### config.mk
export PLATFORM = sky130hd
export DESIGN_NAME = hdmi_video_timing
export DESIGN_NICKNAME = d
export VERILOG_FILES = /design/src/rtl/video_timing_pkg.sv /design/src/rtl/video_mode_table.sv /design/src/rtl/hdmi_video_timing.sv
export SDC_FILE = /design/constraint.sdc
export NUM_CORES = 1
export LEC_CHECK = 0
export ABC_CLOCK_PERIOD_IN_PS = 8790
export BUFFER_PORTS_ARGS = -buffer_cell sky130_fd_sc_hd__clkbuf_2
export CAP_MARGIN = 15
export CELL_PAD_IN_SITES_DETAIL_PLACEMENT = 1
export CELL_PAD_IN_SITES_GLOBAL_PLACEMENT = 1
export CORE_MARGIN = 3
export CORE_UTILIZATION = 47
export DETAILED_ROUTE_END_ITERATION = 8
export PLACE_DENSITY = 0.84
export SLEW_MARGIN = 20
export SYNTH_ARGS = -nofsm -noshare
export SYNTH_HDL_FRONTEND = slang
export SYNTH_SLANG_ARGS = --single-unit
### constraint.sdc
create_clock -name clk -period 8.79 [get_ports clk]
set_clock_uncertainty 0.2 [all_clocks]
set_input_delay 0.4395 -clock clk [delete_from_list [all_inputs] [get_ports clk]]
set_output_delay 0.4395 -clock clk [all_outputs]
set_load 0.03 [all_outputs]
### src/rtl/video_timing_pkg.sv
// Shared mode encodings, raster timing record and per-mode timing constants
// for the HDMI video timing generator.
package video_timing_pkg;

    localparam logic [1:0] MODE_NTSC = 2'd0;
    localparam logic [1:0] MODE_PAL  = 2'd1;
    localparam logic [1:0] MODE_MONO = 2'd2;

    typedef struct packed {
        logic [11:0] htot;
        logic [11:0] hact;
        logic [11:0] hfp;
        logic [11:0] hsw;
        logic [10:0] vtot;
        logic [10:0] vact;
        logic [10:0] vfp;
        logic [10:0] vsw;
    } timing_t;

    localparam timing_t TIMING_NTSC = '{
        htot: 12'd858, hact: 12'd720, hfp: 12'd16, hsw: 12'd62,
        vtot: 11'd525, vact: 11'd480, vfp: 11'd9,  vsw: 11'd6
    };

    localparam timing_t TIMING_PAL = '{
        htot: 12'd864, hact: 12'd720, hfp: 12'd12, hsw: 12'd64,
        vtot: 11'd625, vact: 11'd576, vfp: 11'd5,  vsw: 11'd5
    };

    localparam timing_t TIMING_MONO = '{
        htot: 12'd800, hact: 12'd640, hfp: 12'd16, hsw: 12'd96,
        vtot: 11'd525, vact: 11'd480, vfp: 11'd10, vsw: 11'd2
    };

    typedef enum logic {StSearch, StLocked} sync_state_e;

endpackage

### src/rtl/video_mode_table.sv
// Combinational lookup from a video mode code to its raster timing record.
module video_mode_table
    import video_timing_pkg::*;
(
    input  logic [1:0] mode,
    output timing_t    timing
);

    // Code 3 is not a distinct standard; it falls through to mono.
    always_comb begin
        timing = TIMING_MONO;
        case (mode)
            MODE_NTSC: timing = TIMING_NTSC;
            MODE_PAL:  timing = TIMING_PAL;
            default:   timing = TIMING_MONO;
        endcase
    end

endmodule

### src/rtl/hdmi_video_timing.sv
// Free-running HDMI raster generator: counters, sync/de generation, vreset
// re-alignment, frame-boundary mode switching and lock tracking.
module hdmi_video_timing
    import video_timing_pkg::*;
#(
    parameter int unsigned H_RESYNC = 0,
    parameter int unsigned V_RESYNC = 0
) (
    input  logic        clk,
    input  logic        reset,
    input  logic        ce,
    input  logic [1:0]  mode,
    input  logic        vreset,
    output logic        hs,
    output logic        vs,
    output logic        de,
    output logic [11:0] hcnt,
    output logic [10:0] vcnt,
    output logic        sof,
    output logic        locked,
    output logic [1:0]  mode_active
);

    timing_t     tm;
    sync_state_e state_q, state_d;
    logic [11:0] hcnt_q, hcnt_d;
    logic [10:0] vcnt_q, vcnt_d;
    logic        hs_q, hs_d, vs_q, vs_d, de_q, de_d, sof_q, sof_d;
    logic        pending_q, pending_d;
    logic [1:0]  mode_req_q, mode_req_d, mode_active_q, mode_active_d;
    logic [11:0] hs_start, hs_stop;
    logic [10:0] vs_start, vs_stop;
    logic        h_end, v_end, frame_end, resync, mode_change;

    video_mode_table u_mode_table (
        .mode   (mode_active_q),
        .timing (tm)
    );

    assign h_end       = (hcnt_q == tm.htot - 12'd1);
    assign v_end       = (vcnt_q == tm.vtot - 11'd1);
    assign frame_end   = h_end && v_end;
    assign resync      = ce && (pending_q || vreset);
    assign mode_change = ce && frame_end && (mode_req_q != mode_active_q);
    assign hs_start    = tm.hact + tm.hfp;
    assign hs_stop     = hs_start + tm.hsw;
    assign vs_start    = tm.vact + tm.vfp;
    assign vs_stop     = vs_start + tm.vsw;

    always_comb begin
        hcnt_d        = hcnt_q;
        vcnt_d        = vcnt_q;
        hs_d          = hs_q;
        vs_d          = vs_q;
        de_d          = de_q;
        sof_d         = 1'b0;
        state_d       = state_q;
        mode_active_d = mode_active_q;
        pending_d     = (pending_q || vreset) && !ce;
        mode_req_d    = (mode == 2'd3) ? MODE_MONO : mode;

        if (ce) begin
            // Sync/de reflect the position being left, hence one ce of latency.
            de_d = (hcnt_q < tm.hact) && (vcnt_q < tm.vact);
            hs_d = !((hcnt_q >= hs_start) && (hcnt_q < hs_stop));
            vs_d = !((vcnt_q >= vs_start) && (vcnt_q < vs_stop));

            if (resync) begin
                hcnt_d = 12'(H_RESYNC);
                vcnt_d = 11'(V_RESYNC);
            end else if (h_end) begin
                hcnt_d = 12'd0;
                vcnt_d = v_end ? 11'd0 : vcnt_q + 11'd1;
                sof_d  = v_end;
            end else begin
                hcnt_d = hcnt_q + 12'd1;
            end
        end

        if (mode_change) begin
            mode_active_d = mode_req_q;
        end

        // A resync on the same cycle as a mode change still leaves us aligned.
        if (resync) begin
            state_d = StLocked;
        end else if (mode_change) begin
            state_d = StSearch;
        end
    end

    always_ff @(posedge clk or posedge reset) begin
        if (reset) begin
            hcnt_q        <= 12'd0;
            vcnt_q        <= 11'd0;
            hs_q          <= 1'b1;
            vs_q          <= 1'b1;
            de_q          <= 1'b0;
            sof_q         <= 1'b0;
            pending_q     <= 1'b0;
            mode_req_q    <= MODE_PAL;
            mode_active_q <= MODE_PAL;
            state_q       <= StSearch;
        end else begin
            hcnt_q        <= hcnt_d;
            vcnt_q        <= vcnt_d;
            hs_q          <= hs_d;
            vs_q          <= vs_d;
            de_q          <= de_d;
            sof_q         <= sof_d;
            pending_q     <= pending_d;
            mode_req_q    <= mode_req_d;
            mode_active_q <= mode_active_d;
            state_q       <= state_d;
        end
    end

    assign hcnt        = hcnt_q;
    assign vcnt        = vcnt_q;
    assign hs          = hs_q;
    assign vs          = vs_q;
    assign de          = de_q;
    assign sof         = sof_q;
    assign mode_active = mode_active_q;
    assign locked      = (state_q == StLocked);

endmodule
; ---- Word-level counts from Yosys, hierarchy flattened
; Index checks and enable logic that the tools add are counted.
[totals]
output_inout_bits = 30
register_bits = 33
word_cells = 57
inputBits = 6
[op_classes]
n_lt_le_gt_ge = 6
n_mux = 12
eq_ne = 5
n_reduce_logical = 16
addsub = 8
[ops]
columns = op, n
row1 = $pmux W87 S2, 1
row2 = $mux W11, 3
row3 = $add A12 B12 Y12, 2
row4 = $lt A12 B12 Y1, 2
row5 = $mux W12, 2
row6 = $add A11 B11 Y11, 2
row7 = $lt A11 B11 Y1, 2
row8 = $add A12 B1 Y12 const B, 1
row9 = $eq A12 B12 Y1, 1
row10 = $ge A12 B12 Y1, 1
row11 = $sub A12 B1 Y12 const B, 1
row12 = $add A11 B1 Y11 const B, 1
row13 = $eq A11 B11 Y1, 1
row14 = $ge A11 B11 Y1, 1
row15 = $sub A11 B1 Y11 const B, 1
row16 = $logic_and A1 B1 Y1, 8
row17 = $mux W1, 5
row18 = $reduce_bool A2 Y1, 2
row19 = $logic_not A1 Y1, 3
row20 = $eq A2 B1 Y1 const B, 1
row21 = $eq A2 B2 Y1 const B, 1
row22 = $logic_not A2 Y1, 1
row23 = $mux W2, 1
row24 = $ne A2 B2 Y1, 1
row25 = 2 further kinds, 2

; ---- Logic depth before layout (Yosys ltp)
; Gate-level depths: netlist of the first run.
[logic_depth]
depth_word = 9
depth_mapped = 10
mapped_depth_nobuf = 8

; ---- Modules after synthesis
; From an unflattened synthesis of the first run, not the netlist that was laid out.
[unflattened]
hier_cells = 812
area_unflattened_um2 = 6461.2
[modules_own_cells]
columns = module, cells_per_inst, instances, seq_area_each_um2, area_per_inst_um2
row1 = hdmi_video_timing, 718, 1, 830.8, 5778.0
row2 = video_mode_table, 94, 1, 0.0, 683.2

; ---- Worst setup path before layout of the first run
; No wires, ideal clock.
[synth_timing]
kind = register to register
startpoint = register mode_active_q[1] (netlist: mode_active[1])
endpoint = register vcnt_q[7] (netlist: vcnt[7])
setup_ns = 0.122
required_time_ns = 8.468
path_slack_ns = 5.726
synth_period_minus_slack_ns = 3.064
arrival_ns = 2.743
stages_incl_launch_ff = 11
cell_sequence = dfrtp_1 > buf_2 > nor2b_1 > inv_1 > ha_1 > nor4b_1 > nand2_1 > a21oi_1 > buf_2 > o21ai_1 > a32o_1
[synth_via]
elab_chain_cells = 7
elab_cells_between_ends = 12
cone_classes = add/sub (2) / eq/ne (3) / mux (4) / reduce/logical (3)
[synth_rtl]
columns = item, line
row1 = start: declaration, hdmi_video_timing.sv:30  ; logic [1:0] mode_req_q, mode_req_d, mode_active_q, mode_active_d;
row2 = start signal: assignment, hdmi_video_timing.sv:113  ; mode_active_q <= mode_active_d;
row3 = $eq A2 B1 Y1 or $logic_not A2 Y1 (tied branches), video_mode_table.sv:12  ; case (mode)
row4 = $pmux W87 S2 *, video_mode_table.sv:12
row5 = $sub A11 B1 Y11, hdmi_video_timing.sv:41  ; assign v_end = (vcnt_q == tm.vtot - 11'd1);
row6 = $eq A11 B11 Y1, hdmi_video_timing.sv:41
row7 = $mux W11, hdmi_video_timing.sv:73  ; vcnt_d = v_end ? 11'd0 : vcnt_q + 11'd1;
row8 = $mux W11, hdmi_video_timing.sv:71  ; end else if (h_end) begin
row9 = $mux W11, hdmi_video_timing.sv:68  ; if (resync) begin
row10 = end signal: assignment, hdmi_video_timing.sv:106  ; vcnt_q <= vcnt_d;
row11 = end: declaration, hdmi_video_timing.sv:27  ; logic [10:0] vcnt_q, vcnt_d;
; Every way passes the cells marked *; elsewhere a longest branch is shown, timed or not. The select of a mux whose other input is x is not followed.
; A chain may end at the register's enable or synchronous reset.

; ---- Worst setup path in the final report of the first run
[layout_timing]
startpoint = register mode_active_q[1] (netlist: mode_active[1])
endpoint = register vcnt_q[9] (netlist: vcnt[9])
; Same word-level chain as after synthesis.

==> qor.txt, run 1 <==
status: finished clean
layout cell share with drive strength beyond 1: 0.1905
Post-DRT Antenna Nets: 0
vias in the first global route: 2330
GP Congestion: 0.7833
DP Worst Slack: 5.191 ns
Hold Violations, Final: 0
CP Data Required Time: 8.81 ns
final instance area: 2696 sq um
Worst Hold Class: input pin to async pin
YS warnings: 0
synth top area cells: dfrtp_1 30%, ha_1 16%, dfstp_2 4.4%
slew at the pin with the worst max-slew slack: 0.8042 ns
Final setup viols: 0
f_max: 0.2752 GHz
drt drc: 0
final net count: 330
Yosys top cell by area: dfrtp_1
critical path class: flip-flop to flip-flop
Final HPWL DP: 4828 microns
unrepaired setup endpoints after global routing: no
Pleak: 1.278 nW
Post-Synthesis Cells: 262
crit path cell chain: inv_1 -> ha_1 -> or4b_4 -> a211oi_2 -> and3b_1 -> and2b_1 -> a32o_1
Layout fillers: 594
final worst slack: 5.156 ns
Power Dens Cells: 123.3 nW/um^2
synthesized flop and latch total: 33
Root Buffer: clkbuf_8
routed vias/inst: 6.086
Period minus WS final: 3.634 ns
Die X: 77.64 microns
clk_lat worst skew: 0.28 ns
Worst slew margin: 0.4628
Post-Syn Area: 2412 sq um
Setup Fix Bufs, Post-CTS: 0
number of port buffers: 35
CTS Hold Bufs: 0
core box area: 4848 sq um
area delta synth->final: 11.77%
Num CTS Buffers: 5
global route overflow: 0
Yosys top cell area share: 0.3008
Post-synth top flop: dfrtp_1
first-pass GRT wire length: 11590 microns
area of the multi-input gates: 1441 sq um
Crit path buffers/inverters: 1
Slowest-stage cell, CP: dfrtp_1
H-tree depth: 2
CP Capture Type: flip-flop
syn avg cell area: 9.207 sq um
Die Ht: 77.64 microns
GRT Overall Usage: 0.2396
die area: 6028 sq um
drt first pass iters: 4
placed cell areas: 2610 sq um
Tot Pwr: 0.0003326 W
max incr delay on CP: 0.64 ns
Critical Path AT: 3.65 ns
startpoint types: flip-flop
EDFF count, synth: 0
clock transition at the registers of the reported paths: 0.07 ns
Slew Limit Fails: 0
Clock Sinks: 33
Top Ports: 36
Iteration-0 DRC Markers: 180
n_diodes: 0
final hold slack: 0.03061 ns
largest net degree at the start of global routing: 34
Seq/Total Area, Yosys: 0.3444
row count: 25
crit-path leading delay family: simple AND/OR/NAND/NOR gates
post-cts resize count: 0
Async S/R FF share, synth: 1.000
Syn Nets: 298
routed len/inst: 18.68 microns
Post-Route WL: 6743 microns
setup TNS: 0 ns
CTS tree: built
area occupied by registers: 830.8 sq um
max cap viols: 0
initial antenna violation count: 0
Clock Path Buffers: 2
CP max FO: 17
Initial Util: 0.4975
period utilisation layout: 0.4135
routed via count: 2197
Distinct cells, synth: 51
Max VDD drop: 0.08301 mV
[state kept, by name, indices dropped and copies added (netlist names)]
name         cells
de               1
hcnt            12
hs               1
locked           1
mode_active      2
mode_req_q       2
pending_q        1
sof              1
vcnt            11
vs               1
[cell type report]
type | instances | area share
well taps | 67 | 0.03109
clock buffers | 7 | 0.03202
repair buffers | 38 | 0.07332
multi-input cells | 201 | 0.5346
inverters | 15 | 0.02088
flip-flops and latches | 33 | 0.3081
[worst min-delay path: cells and delay by family]
kind | cells | cell delay [ns]
buf+inv | 3 | 0.50
[cell families after synthesis]
family / after synthesis / synth area share
multiplexers: 1 / 0.004668
AO/OA/AOI/OAI: 54 / 0.1613
buffers and inverters: 28 / 0.05809
AND/OR/NAND/NOR: 104 / 0.2365
flip-flops: 33 / 0.3444
XOR/XNOR: 10 / 0.03631
other: 2 / 0.003113
adder cells (fa/ha/maj): 30 / 0.1556
[report_power, final]
group | switching, W | total [W] | internal (W)
Clock | 0.0000544 | 0.000117 | 0.0000621
Sequential | 0.00000905 | 0.000166 | 0.000157
Combinational | 0.0000338 | 0.0000499 | 0.0000160
[stage by stage]
stage	instances	util
after floorplan	262	-
after global placement	354	0.5383
after detailed placement	354	0.5383
after CTS	361	0.5561
after global routing	361	0.5561
final	361	0.5561
[layout by cell type, fill, tap and decap left out, types with 9 or more instances in the layout]
master	count
a32o_1	9
nand2_1	17
a21oi_1	13
inv_1	15
nor2_1	26
nand3_1	9
dfrtp_1	29
ha_1	30
o21ai_1	9
clkbuf_2	35
[path summary, 6_finish.rpt]
path                           startpoint             to  slack [ns]  depth (start not counted)
max in group asynchronous           reset             hs        8.02                          3
hold / removal                      reset        hcnt[2]        0.03                          3
hold reg to reg                        de             de        0.29                          2
setup / recovery           mode_active[1]        vcnt[9]        5.16                          7
setup reg to reg           mode_active[1]        vcnt[9]        5.16                          7
min in group clk                  mode[1]  mode_req_q[1]        0.08                          1
[layer usage]
metal	routed length, microns	vias up	GRT usage
met2	3291	66	0.3990
met4	76	0	0.06406
li1	-	1007	-
met3	319	10	0.04060
met1	3055	1114	0.3202
met5	0	-	0
[synth_stat cells, types with 6 or more instances]
cell type and count:
a21oi_1 13, clkbuf_1 6, a32o_1 9, o21ai_1 9
nor3b_1 8, xnor2_1 7, dfrtp_1 29, o21ai_2 6
nand3_1 9, inv_1 15, nor2_1 26, nand2_1 17
ha_1 30, and3_1 8
No activity file was read; power rests on OpenSTA's default activity.
==> run 2, diff against run 1 <==
--- a/config.mk
+++ b/config.mk
@@ -5,15 +5,16 @@
 export SDC_FILE = /design/constraint.sdc
 export NUM_CORES = 1
 export LEC_CHECK = 0
-export ABC_CLOCK_PERIOD_IN_PS = 8790
+export ABC_AREA = 1
+export ABC_CLOCK_PERIOD_IN_PS = 3600
 export BUFFER_PORTS_ARGS = -buffer_cell sky130_fd_sc_hd__clkbuf_2
 export CAP_MARGIN = 15
 export CELL_PAD_IN_SITES_DETAIL_PLACEMENT = 1
 export CELL_PAD_IN_SITES_GLOBAL_PLACEMENT = 1
 export CORE_MARGIN = 3
-export CORE_UTILIZATION = 47
+export CORE_UTILIZATION = 41
 export DETAILED_ROUTE_END_ITERATION = 8
-export PLACE_DENSITY = 0.84
+export PLACE_DENSITY = 0.79
 export SLEW_MARGIN = 20
 export SYNTH_ARGS = -nofsm -noshare
 export SYNTH_HDL_FRONTEND = slang
==> constraint.sdc (replaced) <==
create_clock -name clk -period 3.6 [get_ports clk]
set_clock_uncertainty 0.2 [all_clocks]
set_input_delay 0.18 -clock clk [delete_from_list [all_inputs] [get_ports clk]]
set_output_delay 0.18 -clock clk [all_outputs]
set_load 0.03 [all_outputs]
==> run 2 against run 1 <==
  * Final cell count rose by 39%
  * First-iteration DRC count fell by 61%
  * Largest power group unchanged
  * Sequential power grew 150%
==> qor.txt, run 2 <==
cell mode on critical path: nand2_1
drt first pass iters: 4 (unchanged)
Initial Util: 0.4333 (was 0.4975)
area occupied by registers: 830.8 sq um (unchanged)
Yosys top cell area share: 0.2748 (was 0.3008)
CP max FO: 15 (was 17)
largest net degree at the start of global routing: 34 (unchanged)
routed via count: 2607 (was 2197)
YS warnings: 0 (unchanged)
Top Ports: 36 (unchanged)
Slew Limit Fails: 0 (unchanged)
row count: 28 (was 25)
status: finished clean (unchanged)
placed cell areas: 2874 sq um (was 2610 sq um)
Post-Route WL: 7866 microns (was 6743 microns)
Clock Path Buffers: 2 (unchanged)
sequential share of power: 0.478 (was 0.499)
max incr delay on CP: 0.66 ns (was 0.64 ns)
Layout fillers: 806 (was 594)
crit path cell chain: inv_1 -> ha_1 -> nor2_1 -> nand2_1 -> nor2_1 -> nand3_2 -> o21ai_4 -> nand2_1 -> nand2_1 -> inv_1 (was inv_1 -> ha_1 -> or4b_4 -> a211oi_2 -> and3b_1 -> and2b_1 -> a32o_1)
most frequent cells in the layout: 110 x nand2_1, 55 x inv_1, 52 x nor2_1 (was 35 x clkbuf_2, 30 x ha_1, 29 x dfrtp_1)
Pleak: 1.609 nW (was 1.278 nW)
Non-Filler Instances: 501 (was 361)
max cap viols: 0 (unchanged)
Post-synth top flop: dfrtp_1 (unchanged)
EDFF count, synth: 0 (unchanged)
Syn Nets: 422 (was 298)
internal power: 0.0005810 W (was 0.0002352 W)
Slowest-stage cell, CP: dfrtp_1 (unchanged)
Hold Violations, Final: 0 (unchanged)
syn avg cell area: 6.843 sq um (was 9.207 sq um)
routed len/inst: 15.70 microns (was 18.68 microns)
CP Data Required Time: 3.58 ns (was 8.81 ns)
area delta synth->final: 13.74% (was 11.77%)
Post-DRT Antenna Nets: 0 (unchanged)
setup TNS: 0 ns (unchanged)
Distinct cells, synth: 31 (was 51)
Yosys top cell by area: dfrtp_1 (unchanged)
Critical Path AT: 2.74 ns (was 3.65 ns)
Worst slew margin: 0.6133 (was 0.4628)
core box area: 6096 sq um (was 4848 sq um)
Worst Hold Class: input pin to flip-flop (was input pin to async pin)
Clock Sinks: 33 (unchanged)
layout cell share with drive strength beyond 1: 0.1338 (was 0.1905)
CTS tree: built (unchanged)
final net count: 462 (was 330)
synth top area cells: dfrtp_1 27%, nand2_1 16%, ha_1 14% (was dfrtp_1 30%, ha_1 16%, dfstp_2 4.4%)
unrepaired setup endpoints after global routing: no (unchanged)
CP Capture Type: flip-flop (unchanged)
synthesized flop and latch total: 33 (unchanged)
n_diodes: 0 (unchanged)
first-pass GRT wire length: 13570 microns (was 11590 microns)
Post-synth top cells: 110 x nand2_1, 55 x inv_1, 52 x nor2_1, 40 x nand3_1, 30 x ha_1 (was 30 x ha_1, 29 x dfrtp_1, 26 x nor2_1, 17 x nand2_1, 15 x inv_1)
H-tree depth: 2 (unchanged)
Max VDD drop: 0.1561 mV (was 0.08301 mV)
f_max: 0.3630 GHz (was 0.2752 GHz)
r2r startpoint: mode_active[1] (unchanged)
initial antenna violation count: 0 (unchanged)
Setup Fix Bufs, Post-CTS: 0 (unchanged)
Critical path origin: mode_active[1] (unchanged)
Die X: 86.27 microns (was 77.64 microns)
area of the multi-input gates: 1553 sq um (was 1441 sq um)
startpoint types: flip-flop (unchanged)
critical path class: flip-flop to flip-flop (unchanged)
Num CTS Buffers: 5 (unchanged)
GRT Overall Usage: 0.2347 (was 0.2396)
switching pwr: 0.0002744 W (was 0.00009734 W)
clock power share: 0.353 (was 0.351)
Logic pwr share: 0.169 (was 0.150)
die area: 7442 sq um (was 6028 sq um)
Iteration-0 DRC Markers: 71 (was 180)
count leader, synth: nand2_1 (was ha_1)
Worst Min Path Start: ce
global route overflow: 0 (unchanged)
max reg flops: 12 (unchanged)
Root Buffer: clkbuf_8 (unchanged)
slew at the pin with the worst max-slew slack: 0.5779 ns (was 0.8042 ns)
Async S/R FF share, synth: 1.000 (unchanged)
clock transition at the registers of the reported paths: 0.07 ns (about the same)
number of port buffers: 35 (unchanged)
final instance area: 3004 sq um (was 2696 sq um)
Post-Synthesis Cells: 386 (was 262)
sw frac: 0.3208 (was 0.2927)
routed vias/inst: 5.204 (was 6.086)
Period minus WS final: 2.755 ns (was 3.634 ns)
Power Dens Cells: 284.7 nW/um^2 (was 123.3 nW/um^2)
vias in the first global route: 2754 (was 2330)
Seq/Total Area, Yosys: 0.3145 (was 0.3444)
drt drc: 0 (unchanged)
most common cell after layout, fill and taps aside: nand2_1 (was clkbuf_2)
placed cells: 490 (was 354)
Final setup viols: 0 (unchanged)
Die Ht: 86.27 microns (was 77.64 microns)
GP Congestion: 0.8351 (was 0.7833)
clk_lat worst skew: 0.30 ns (was 0.28 ns)
period utilisation layout: 0.7653 (was 0.4135)
Post-Syn Area: 2641 sq um (was 2412 sq um)
Final HPWL DP: 6040 microns (was 4828 microns)
[run 2: metal layers]
layer	GRT usage	wire [microns]	vias to the layer above
li1	-	-	1295
met1	0.2915	3596	1262
met2	0.4184	3907	40
met3	0.03137	222	10
met4	0.07790	140	0
met5	0	0	-
[run 2: worst paths after layout]
kind | endpoint | cells after the start | slack, ns
worst max-delay path | vcnt[3] | 10 | 0.85
worst min-delay path | hs | 3 | 0.20
worst max register to register | vcnt[3] | 10 | 0.85
worst min register to register | locked | 2 | 0.28
max in group asynchronous | mode_active[0] | 4 | 2.54
min in group asynchronous | vcnt[7] | 4 | 0.29
[run 2: area by class of cell]
class / count / share of cell area
clock buffer: 6 / 0.02749
clock inverter: 1 / 0.002499
inverter: 57 / 0.07122
multi-input combinational: 289 / 0.5169
sequential: 33 / 0.2766
tap: 75 / 0.03124
timing repair buffer: 40 / 0.07414
[run 2: critical path: cells and delay by family, from the launching register on]
kind,cells,cell delay (ns)
DFF,1,0.66
and+or+nand+nor,6,0.63
AOI/OAI and AO/OA,1,0.44
adders and majority gates,1,0.40
buffers and inverters,2,0.33
[run 2: cells by family (layout without fill, tap and decap cells)]
kind of cell             Yosys count  count (layout)  share of synthesized area
buffers and inverters             64             104                    0.09759
XOR/XNOR                           8               8                    0.02653
adder cells (fa/ha/maj)           30              30                     0.1421
AND/OR/NAND/NOR                  225             225                     0.3652
other                              2               2                   0.002843
flip-flops                        33              33                     0.3145
AO/OA/AOI/OAI                     24              24                    0.05116
[run 2: power by group through the flow]
stage	clock network (W)	logic, W	registers, W
floorplan	0	0.0000759	0.000433
global placement	0	0.000137	0.000416
detailed placement	0	0.000143	0.000416
CTS	0.000312	0.000147	0.000409
global route	0.000328	0.000164	0.000412
finish	0.000302	0.000145	0.000409
[run 2: through the flow]
stage / total power [W] / hold slack [ns] / setup slack (ns) / utilization
floorplan: 0.0005089 / 0.01161 / 1.137 / -
global placement: 0.0005535 / 0.08668 / 1.064 / 0.4715
detailed placement: 0.0005584 / 0.09294 / 0.8649 / 0.4715
CTS: 0.0008675 / 0.2092 / 0.8639 / 0.4928
global route: 0.0009045 / 0.2311 / 0.5902 / 0.4928
finish: 0.0008554 / 0.2043 / 0.8450 / 0.4928
[run 2: timing repair]
| item | CTS | global route |
|---|---|---|
| gates resized for setup | 0 | 0 |
| hold endpoints to repair | 33 | 0 |
| hold buffers | 4 | 0 |
